$ cat config.mk
export PLATFORM = sky130hd
export DESIGN_NAME = pwm_multi
export DESIGN_NICKNAME = d
export VERILOG_FILES = /design/src/rtl/pwm_pkg.sv /design/src/rtl/pwm_channel.sv /design/src/rtl/pwm_multi.sv
export SDC_FILE = /design/constraint.sdc
export NUM_CORES = 1
export LEC_CHECK = 0
export CORE_ASPECT_RATIO = 0.7
export CORE_MARGIN = 2
export CORE_UTILIZATION = 53
export CTS_BUF_LIST = sky130_fd_sc_hd__clkbuf_16
export DETAILED_ROUTE_END_ITERATION = 12
export PLACE_DENSITY = 0.77
export SYNTH_ARGS = -nofsm -noshare
export SYNTH_HDL_FRONTEND = slang
export SYNTH_SLANG_ARGS = --single-unit
$ cat constraint.sdc
create_clock -name clk -period 4.35 [get_ports clk]
set_input_delay 0.87 -clock clk [delete_from_list [all_inputs] [get_ports clk]]
set_output_delay 0.87 -clock clk [all_outputs]
set_load 0.01 [all_outputs]
$ cat src/rtl/pwm_pkg.sv
// rtl/pwm_pkg.sv - shared encodings, defaults and update-FSM states for the multi-channel PWM
package pwm_pkg;

  localparam int unsigned DEFAULT_CNT_W = 17;

  localparam logic MODE_EDGE   = 1'b0;
  localparam logic MODE_CENTRE = 1'b1;

  localparam logic DIR_UP   = 1'b0;
  localparam logic DIR_DOWN = 1'b1;

  typedef enum logic {
    UPD_IDLE,
    UPD_PENDING
  } upd_state_t;

endpackage

$ cat src/rtl/pwm_channel.sv
// rtl/pwm_channel.sv - one PWM channel: shadow/active duty, compare and registered output
module pwm_channel
  import pwm_pkg::*;
#(
  parameter int unsigned CNT_W = DEFAULT_CNT_W,
  parameter logic        INV   = 1'b0
) (
  input  logic             clk,
  input  logic             reset,
  input  logic             enable,
  input  logic             capture,
  input  logic             commit,
  input  logic [CNT_W-1:0] cnt,
  input  logic [CNT_W-1:0] duty,
  output logic             pwm_out
);

  logic [CNT_W-1:0] duty_sh;
  logic [CNT_W-1:0] duty_act;

  // Shadow duty follows every update strobe; only the last one before a commit matters.
  always_ff @(posedge clk or posedge reset) begin
    if (reset) begin
      duty_sh <= '0;
    end else if (capture) begin
      duty_sh <= duty;
    end
  end

  // Active duty changes only on commit; an update in the commit cycle bypasses the shadow.
  always_ff @(posedge clk or posedge reset) begin
    if (reset) begin
      duty_act <= '0;
    end else if (commit) begin
      duty_act <= capture ? duty : duty_sh;
    end
  end

  // Compare uses the duty in force for the current count, so a commit never clips a pulse.
  always_ff @(posedge clk or posedge reset) begin
    if (reset) begin
      pwm_out <= INV;
    end else if (!enable) begin
      pwm_out <= INV;
    end else begin
      pwm_out <= (cnt < duty_act) ^ INV;
    end
  end

endmodule

$ cat src/rtl/pwm_multi.sv
// rtl/pwm_multi.sv - N-channel PWM with shared programmable counter and boundary-synchronous updates
module pwm_multi
  import pwm_pkg::*;
#(
  parameter int unsigned        NUM_CH         = 2,
  parameter int unsigned        CNT_W          = DEFAULT_CNT_W,
  parameter int unsigned        DEFAULT_PERIOD = 99999,
  parameter logic [NUM_CH-1:0]  INVERT         = {NUM_CH{1'b0}}
) (
  input  logic                    clk,
  input  logic                    reset,
  input  logic                    enable,
  input  logic [CNT_W-1:0]        period,
  input  logic [NUM_CH*CNT_W-1:0] duty,
  input  logic                    mode,
  input  logic                    update,
  output logic [NUM_CH-1:0]       pwm_out,
  output logic                    period_end,
  output logic                    update_ack
);

  localparam logic [CNT_W-1:0] PERIOD_RST = CNT_W'(DEFAULT_PERIOD);
  localparam logic [CNT_W-1:0] ONE        = CNT_W'(1);

  logic [CNT_W-1:0] cnt, cnt_nxt;
  logic             dir, dir_nxt;
  logic [CNT_W-1:0] period_act, period_sh;
  logic             mode_act, mode_sh;
  upd_state_t       state, state_nxt;
  logic             pending;
  logic             boundary;
  logic             commit;

  assign pending = (state == UPD_PENDING);
  // While idle there is no period to protect, so a pending update commits straight away.
  assign commit  = (pending || update) && (boundary || !enable);

  // Boundary is the last cycle of a period; P==0 makes every cycle a boundary.
  always_comb begin
    boundary = 1'b0;
    if (period_act == '0) begin
      boundary = 1'b1;
    end else if (mode_act == MODE_EDGE) begin
      boundary = (cnt == period_act);
    end else begin
      // With P==1 the peak and the last down step are the same count value.
      boundary = (cnt == ONE) && ((dir == DIR_DOWN) || (period_act == ONE));
    end
  end

  // Counter walks up (and back down in centre mode); every boundary or idle cycle restarts at 0/up.
  always_comb begin
    cnt_nxt = cnt;
    dir_nxt = dir;
    if (!enable || boundary) begin
      cnt_nxt = '0;
      dir_nxt = DIR_UP;
    end else if (dir == DIR_DOWN) begin
      cnt_nxt = cnt - ONE;
    end else if ((mode_act == MODE_CENTRE) && (cnt == period_act)) begin
      cnt_nxt = cnt - ONE;
      dir_nxt = DIR_DOWN;
    end else begin
      cnt_nxt = cnt + ONE;
    end
  end

  // Counter and direction registers.
  always_ff @(posedge clk or posedge reset) begin
    if (reset) begin
      cnt <= '0;
      dir <= DIR_UP;
    end else begin
      cnt <= cnt_nxt;
      dir <= dir_nxt;
    end
  end

  // Update FSM next state: commit wins over a simultaneous update.
  always_comb begin
    state_nxt = state;
    if (commit) begin
      state_nxt = UPD_IDLE;
    end else if (update) begin
      state_nxt = UPD_PENDING;
    end
  end

  // Update FSM state register.
  always_ff @(posedge clk or posedge reset) begin
    if (reset) begin
      state <= UPD_IDLE;
    end else begin
      state <= state_nxt;
    end
  end

  // Shadow period/mode capture on every update strobe.
  always_ff @(posedge clk or posedge reset) begin
    if (reset) begin
      period_sh <= '0;
      mode_sh   <= MODE_EDGE;
    end else if (update) begin
      period_sh <= period;
      mode_sh   <= mode;
    end
  end

  // Active period/mode load on commit, direct from the inputs when the update coincides.
  always_ff @(posedge clk or posedge reset) begin
    if (reset) begin
      period_act <= PERIOD_RST;
      mode_act   <= MODE_EDGE;
    end else if (commit) begin
      period_act <= update ? period : period_sh;
      mode_act   <= update ? mode : mode_sh;
    end
  end

  // Status pulses, registered alongside the channel outputs.
  always_ff @(posedge clk or posedge reset) begin
    if (reset) begin
      period_end <= 1'b0;
      update_ack <= 1'b0;
    end else begin
      period_end <= enable && boundary;
      update_ack <= commit;
    end
  end

  for (genvar i = 0; i < NUM_CH; i++) begin : g_ch
    pwm_channel #(
      .CNT_W (CNT_W),
      .INV   (INVERT[i])
    ) u_ch (
      .clk     (clk),
      .reset   (reset),
      .enable  (enable),
      .capture (update),
      .commit  (commit),
      .cnt     (cnt),
      .duty    (duty[i*CNT_W +: CNT_W]),
      .pwm_out (pwm_out[i])
    );
  end

endmodule

# --- Yosys cells after proc, flatten, opt, wreduce, memory -nomap -nowiden ---
# Index checks and enable logic that the tools add are counted.
totals:
  ff_bits: 127
  latchBits: 0
  mem_bits_rw: 0
  romBits: 0
  wordCells: 48
  n_memories: 0
op_classes:
  addsub: 2
  multipliers: 0
  div: 0
  magnitude_cmp: 2
  n_eq_ne: 3
  shift: 0
  mux: 16
  bitwise: 0
  n_reduce_logical: 10
op_table:
  columns: ["cell", "n"]
  rows:
  - ["two-way mux 17 bit", 6]
  - ["equality test 17 x 1 -> 1 bit (second input constant)", 2]
  - ["less-than comparator 17 bit", 2]
  - ["adder 17 x 1 -> 17 bit (second input constant)", 1]
  - ["equality test 17 bit", 1]
  - ["zero test 17 bit", 1]
  - ["subtractor 17 x 1 -> 17 bit (second input constant)", 1]
  - ["two-way mux 1 bit", 10]
  - ["logical AND 1 bit", 4]
  - ["logical OR 1 bit", 3]
  - ["nonzero test 2 bit", 1]
  - ["zero test 1 bit", 1]

# --- Logic depth before layout (Yosys ltp) ---
logic_depth:
  word_depth: 8
  ltp_mapped: 9
  depth_no_buf: 8

# --- Hierarchy ---
# Synthesis repeated with hierarchy kept, for this count alone.
hier_totals:
  hier_cells: 551
  area_unflattened_um2: 6452.4
modules_own_cells:
  columns: ["mod", "instances", "cells_each", "area_each_um2"]
  rows:
  - ["pwm_channel", 2, 148, 1745.4]
  - ["pwm_multi", 1, 255, 2961.6]

# --- Least setup slack after synthesis ---
# No wires, ideal clock.
synth_path:
  path_kind: "reg2reg"
  from: "register cnt[7]"
  to: "register g_ch[0].u_ch.duty_act[0]"
  arrival_time_ns: 2.409
  required_time_ns: 4.225
  path_slack_ns: 1.816
  path_stages_with_launch: 9
  path_buffers: 2
  cell_sequence: "dfrtp_1 > buf_6 > or4_4 > nor2_4 > a41o_1 > a32oi_2 > a21oi_4 > buf_12 > mux2_4"
synth_between:
  elab_chain_len: 6
synth_lines:
  columns: ["element", "line", "text"]
  rows:
  - ["from (decl)", "pwm_multi.sv:25", "logic [CNT_W-1:0] cnt, cnt_nxt;"]
  - ["from (signal assigned)", "pwm_multi.sv:74", "cnt <= cnt_nxt;"]
  - ["equality test 17 x 1 -> 1 bit", "pwm_multi.sv:47", "boundary = (cnt == ONE) && ((dir == DIR_DOWN) || (period_act == ONE));"]
  - ["logical AND 1 bit", "pwm_multi.sv:47", null]
  - ["two-way mux 1 bit (*)", "pwm_multi.sv:43", "end else if (mode_act == MODE_EDGE) begin"]
  - ["two-way mux 1 bit (*)", "pwm_multi.sv:41", "if (period_act == '0) begin"]
  - ["logical OR 1 bit (*)", "pwm_multi.sv:36", "assign commit = (pending || update) && (boundary || !enable);"]
  - ["logical AND 1 bit (*)", "pwm_multi.sv:36", null]
  - ["to (signal assigned)", "pwm_channel.sv:35", "duty_act <= capture ? duty : duty_sh;"]
  - ["to (decl)", "pwm_channel.sv:19", "logic [CNT_W-1:0] duty_act;"]
# Mark *: on every way between the ends. The rest lies on a longest branch, timed or not.
# A chain may end at the register's enable or synchronous reset.

# --- Worst setup path after layout ---
layout_path:
  from: "register cnt[10]"
  to: "register g_ch[0].u_ch.duty_act[14]"
# The elaborated chain is that of the path after synthesis.

==> impl_results.md <==
- Hold-fix buffers at CTS: 0
- Count leader, synth: dfrtp_1
- Peak VDD IR: 0.000273 V
- Final total power: 3.33 mW
- Post_cts resized: 0
- CP max stage cell: dfrtp_1
- Synthesis Warnings: 0
- Leak: 3.73 nW
- Final core utilization: 64.2%
- P&R area growth vs syn: 17.6%
- Crit path launch: cnt[10]$_DFF_PP0_
- GRT Residual Overflow: 0
- WL met3: 741 um
- DRC Markers: 0
- Period utilization: 67.5%
- Fin. max-slew vios: 0
- Critical path startpoint category: register
- Final min period: 2940 ps
- Max H-tree Level: 4
- Clock root buffer: clkbuf_16
- Storage cell area: 3190 um^2
- CTS max path bufs: 2
- Worst Hold Class: reg2reg
- WP data required: 4640 ps
- WP data arrival: 3220 ps
- Post-synth top cells: dfrtp_1 (117), mux2_2 (58), mux2_4 (49), inv_1 (39), ha_1 (35)
- Max stage delay on crit path: 530 ps
- Top area cells in the synthesized netlist: dfrtp_1 (43%), mux2_4 (11%), mux2_2 (9.6%)
- CTS tree: built
- Post-DRT Antenna Nets: 0
- Filler cells: 945
- Hold WS: 494 ps
- Dominant synthesized flop cell: dfrtp_1
- Die area: 13800 um^2
- Post-synth top area cell: dfrtp_1
- Initial antenna violation count: 0
- Setup WS post-layout: 1410 ps
- Final cell count without fillers: 776
- M1 WL: 6.71 mm
- Sequential area share after synthesis: 46.9%
- Asr flop ratio synth: 100%
- Final setup TNS: 0 ps
- HP Start: g_ch[1].u_ch.duty_sh[1]$_DFF_PP0_
- Ports: 60
- Yosys reg bits: 127
- Worst-Margin Slew: 788 ps
- DIE HEIGHT: 98.8 um
- Met2 WL: 6.47 mm
- PortBufs: 59
- Synth Area per Inst: 12.4 um^2
- Routed len/inst: 18.2 um
- Starting DRT DRC Count: 262
- Number of antenna diodes: 0
- Pre-CTS setup slack: 1470 ps
- Critical R2R Launch: cnt[10]$_DFF_PP0_
- Top routing layer in use: met4
- Post-Syn Instances: 548
- Vias/cell: 5.70
- DP HPWL: 9.63 mm
- Starting Density: 54.6%
- CP Cell Sequence: or3_1, nor4_2, a41o_1, a32oi_2, buf_4, a21oi_4, buf_12, mux2_4
- Final hold viol count: 0
- Clock buffer count from CTS: 17
- Row cnt: 34
- Reg clk slew, reported paths: 50 ps
- Cell variety after synth: 50
- Synth Cell Area: 6800 um^2
- Via count: 4425
- Slew headroom: 47.5%
- Vias in the first global route: 4754
- Pwr dens: 416 nW/um^2
- Core area: 12500 um^2
- EDFF count, synth: 0
- Final setup fails: 0
- Yosys top cell area share: 43.0%
- Die width: 139 um
- Fmax: 0.341 GHz
- Largest net degree at the start of global routing: 66
- Share of layout cells above drive strength 1: 26.2%
- Final net count: 692
- Crit. End Element: register
- Final Cell Area: 8000 um^2
- Syn Nets: 639
- # Post-CTS Setup Buffers: 0
- Placed Instances: 744
- WL final: 14.1 mm
- Crit path buffers/inverters: 2
- Crit Path Class: reg2reg
- First-pass GRT wire length: 24.0 mm
- GPL Wtd Cong: 0.900
- Detailed Routing Iterations Pass 1: 4
- Clk sinks: 127
- Gr usage total: 22.2%
- Placed Area: 7440 um^2
- Status: finished, final reports clean
- Max FO, Critical Path: 53
- Top delay family on crit path: simple AND/OR/NAND/NOR gates
- Area of the multi-input gates: 3250 um^2
- Clock Latency Late Sink: 410 ps
- Max_cap viols: 0
- Unrepaired setup endpoints after global routing: false
- Skew final: 5.89 ps
worst register-to-register path: cells and delay by family (launching register included):
family,cells,cell delay [ps]
AND/OR/NAND/NOR,2,750
flip-flops,1,530
AO/OA/AOI/OAI,3,510
buffers and inverters,2,610
multiplexers,1,420
sequential cells by signal (all words and copies together), names as in the netlist:
signal	count
mode_sh	1
g_ch.u_ch.duty_act	34
mode_act	1
g_ch.u_ch.pwm_out	2
cnt	17
period_end	1
period_act	17
pending	1
g_ch.u_ch.duty_sh	34
update_ack	1
dir	1
period_sh	17
routing by layer:
metal | global-route usage [%] | vias to the layer above
met5 | 0 | -
met4 | 8.24 | 0
met3 | 4.62 | 20
met2 | 34.8 | 123
met1 | 30.6 | 2223
li1 | - | 2059
path summary, 6_finish.rpt:
| check | end | slack, ps | cells after the start |
|---|---|---|---|
| setup / recovery | g_ch[0].u_ch.duty_act[14]$_DFFE_PP0P_ | 1410 | 8 |
| hold / removal | g_ch[1].u_ch.duty_sh[1]$_DFF_PP0_ | 490 | 1 |
| setup reg to reg | g_ch[0].u_ch.duty_act[14]$_DFFE_PP0P_ | 1410 | 8 |
| hold reg to reg | g_ch[1].u_ch.duty_sh[1]$_DFF_PP0_ | 490 | 1 |
| max in group asynchronous | period_act[7]$_DFFE_PP1P_ | 2510 | 3 |
| min in group asynchronous | g_ch[0].u_ch.duty_sh[10]$_DFF_PP0_ | 960 | 2 |
where the power goes:
| group | internal [mW] | switching [mW] |
|---|---|---|
| combinational | 0.316 | 0.220 |
| clock | 0.827 | 0.505 |
| sequential | 1.35 | 0.112 |
| total | 2.49 | 0.837 |
placed cells by master (no fill, tap or decap), types with 2 or more instances in the layout:
master and n:
a32oi_1 3, ha_1 35, buf_12 2, dfrtp_1 117, nand3_1 27, or2_2 2, nor3_1 13, a211o_1 4
mux2_2 58, nor2b_1 2, mux2_4 49, clkinv_1 2, clkinvlp_4 4, dfstp_2 10, clkinv_2 5, o21ai_0 5
nor4_1 6, a211oi_1 5, nand2_1 11, and4_1 2, clkdlybuf4s50_1 58, bufinv_16 2, o2111ai_1 2, clkbuf_16 17
and3b_1 3, and3_1 10, nor2_1 11, nand4_1 11, xnor2_1 18, buf_4 4, mux2i_1 20, nand3b_1 12
nand2b_1 3, or4_1 2, a21o_1 9, inv_1 40, a21oi_1 13
layout make-up:
class                           count  area share [%]
Clock inverter                     15            1.63
Timing Repair Buffer               65            8.20
Inverter                           39            1.86
Sequential cell                   127            39.9
Tap cell                          162            2.53
Clock buffer                       17            5.32
Multi-Input combinational cell    351            40.6
kinds of logic (layout without fill, tap and decap cells):
logic type	Yosys count	count (layout)	synth area share [%]
adder cells (fa/ha/maj)	35	35	6.44
flip-flops	127	127	46.9
multiplexers	127	127	23.4
XOR/XNOR	18	18	2.32
AO/OA/AOI/OAI	50	50	5.33
AND/OR/NAND/NOR	121	121	10.3
buffers and inverters	70	136	5.39
No activity file was read; power rests on OpenSTA's default activity.
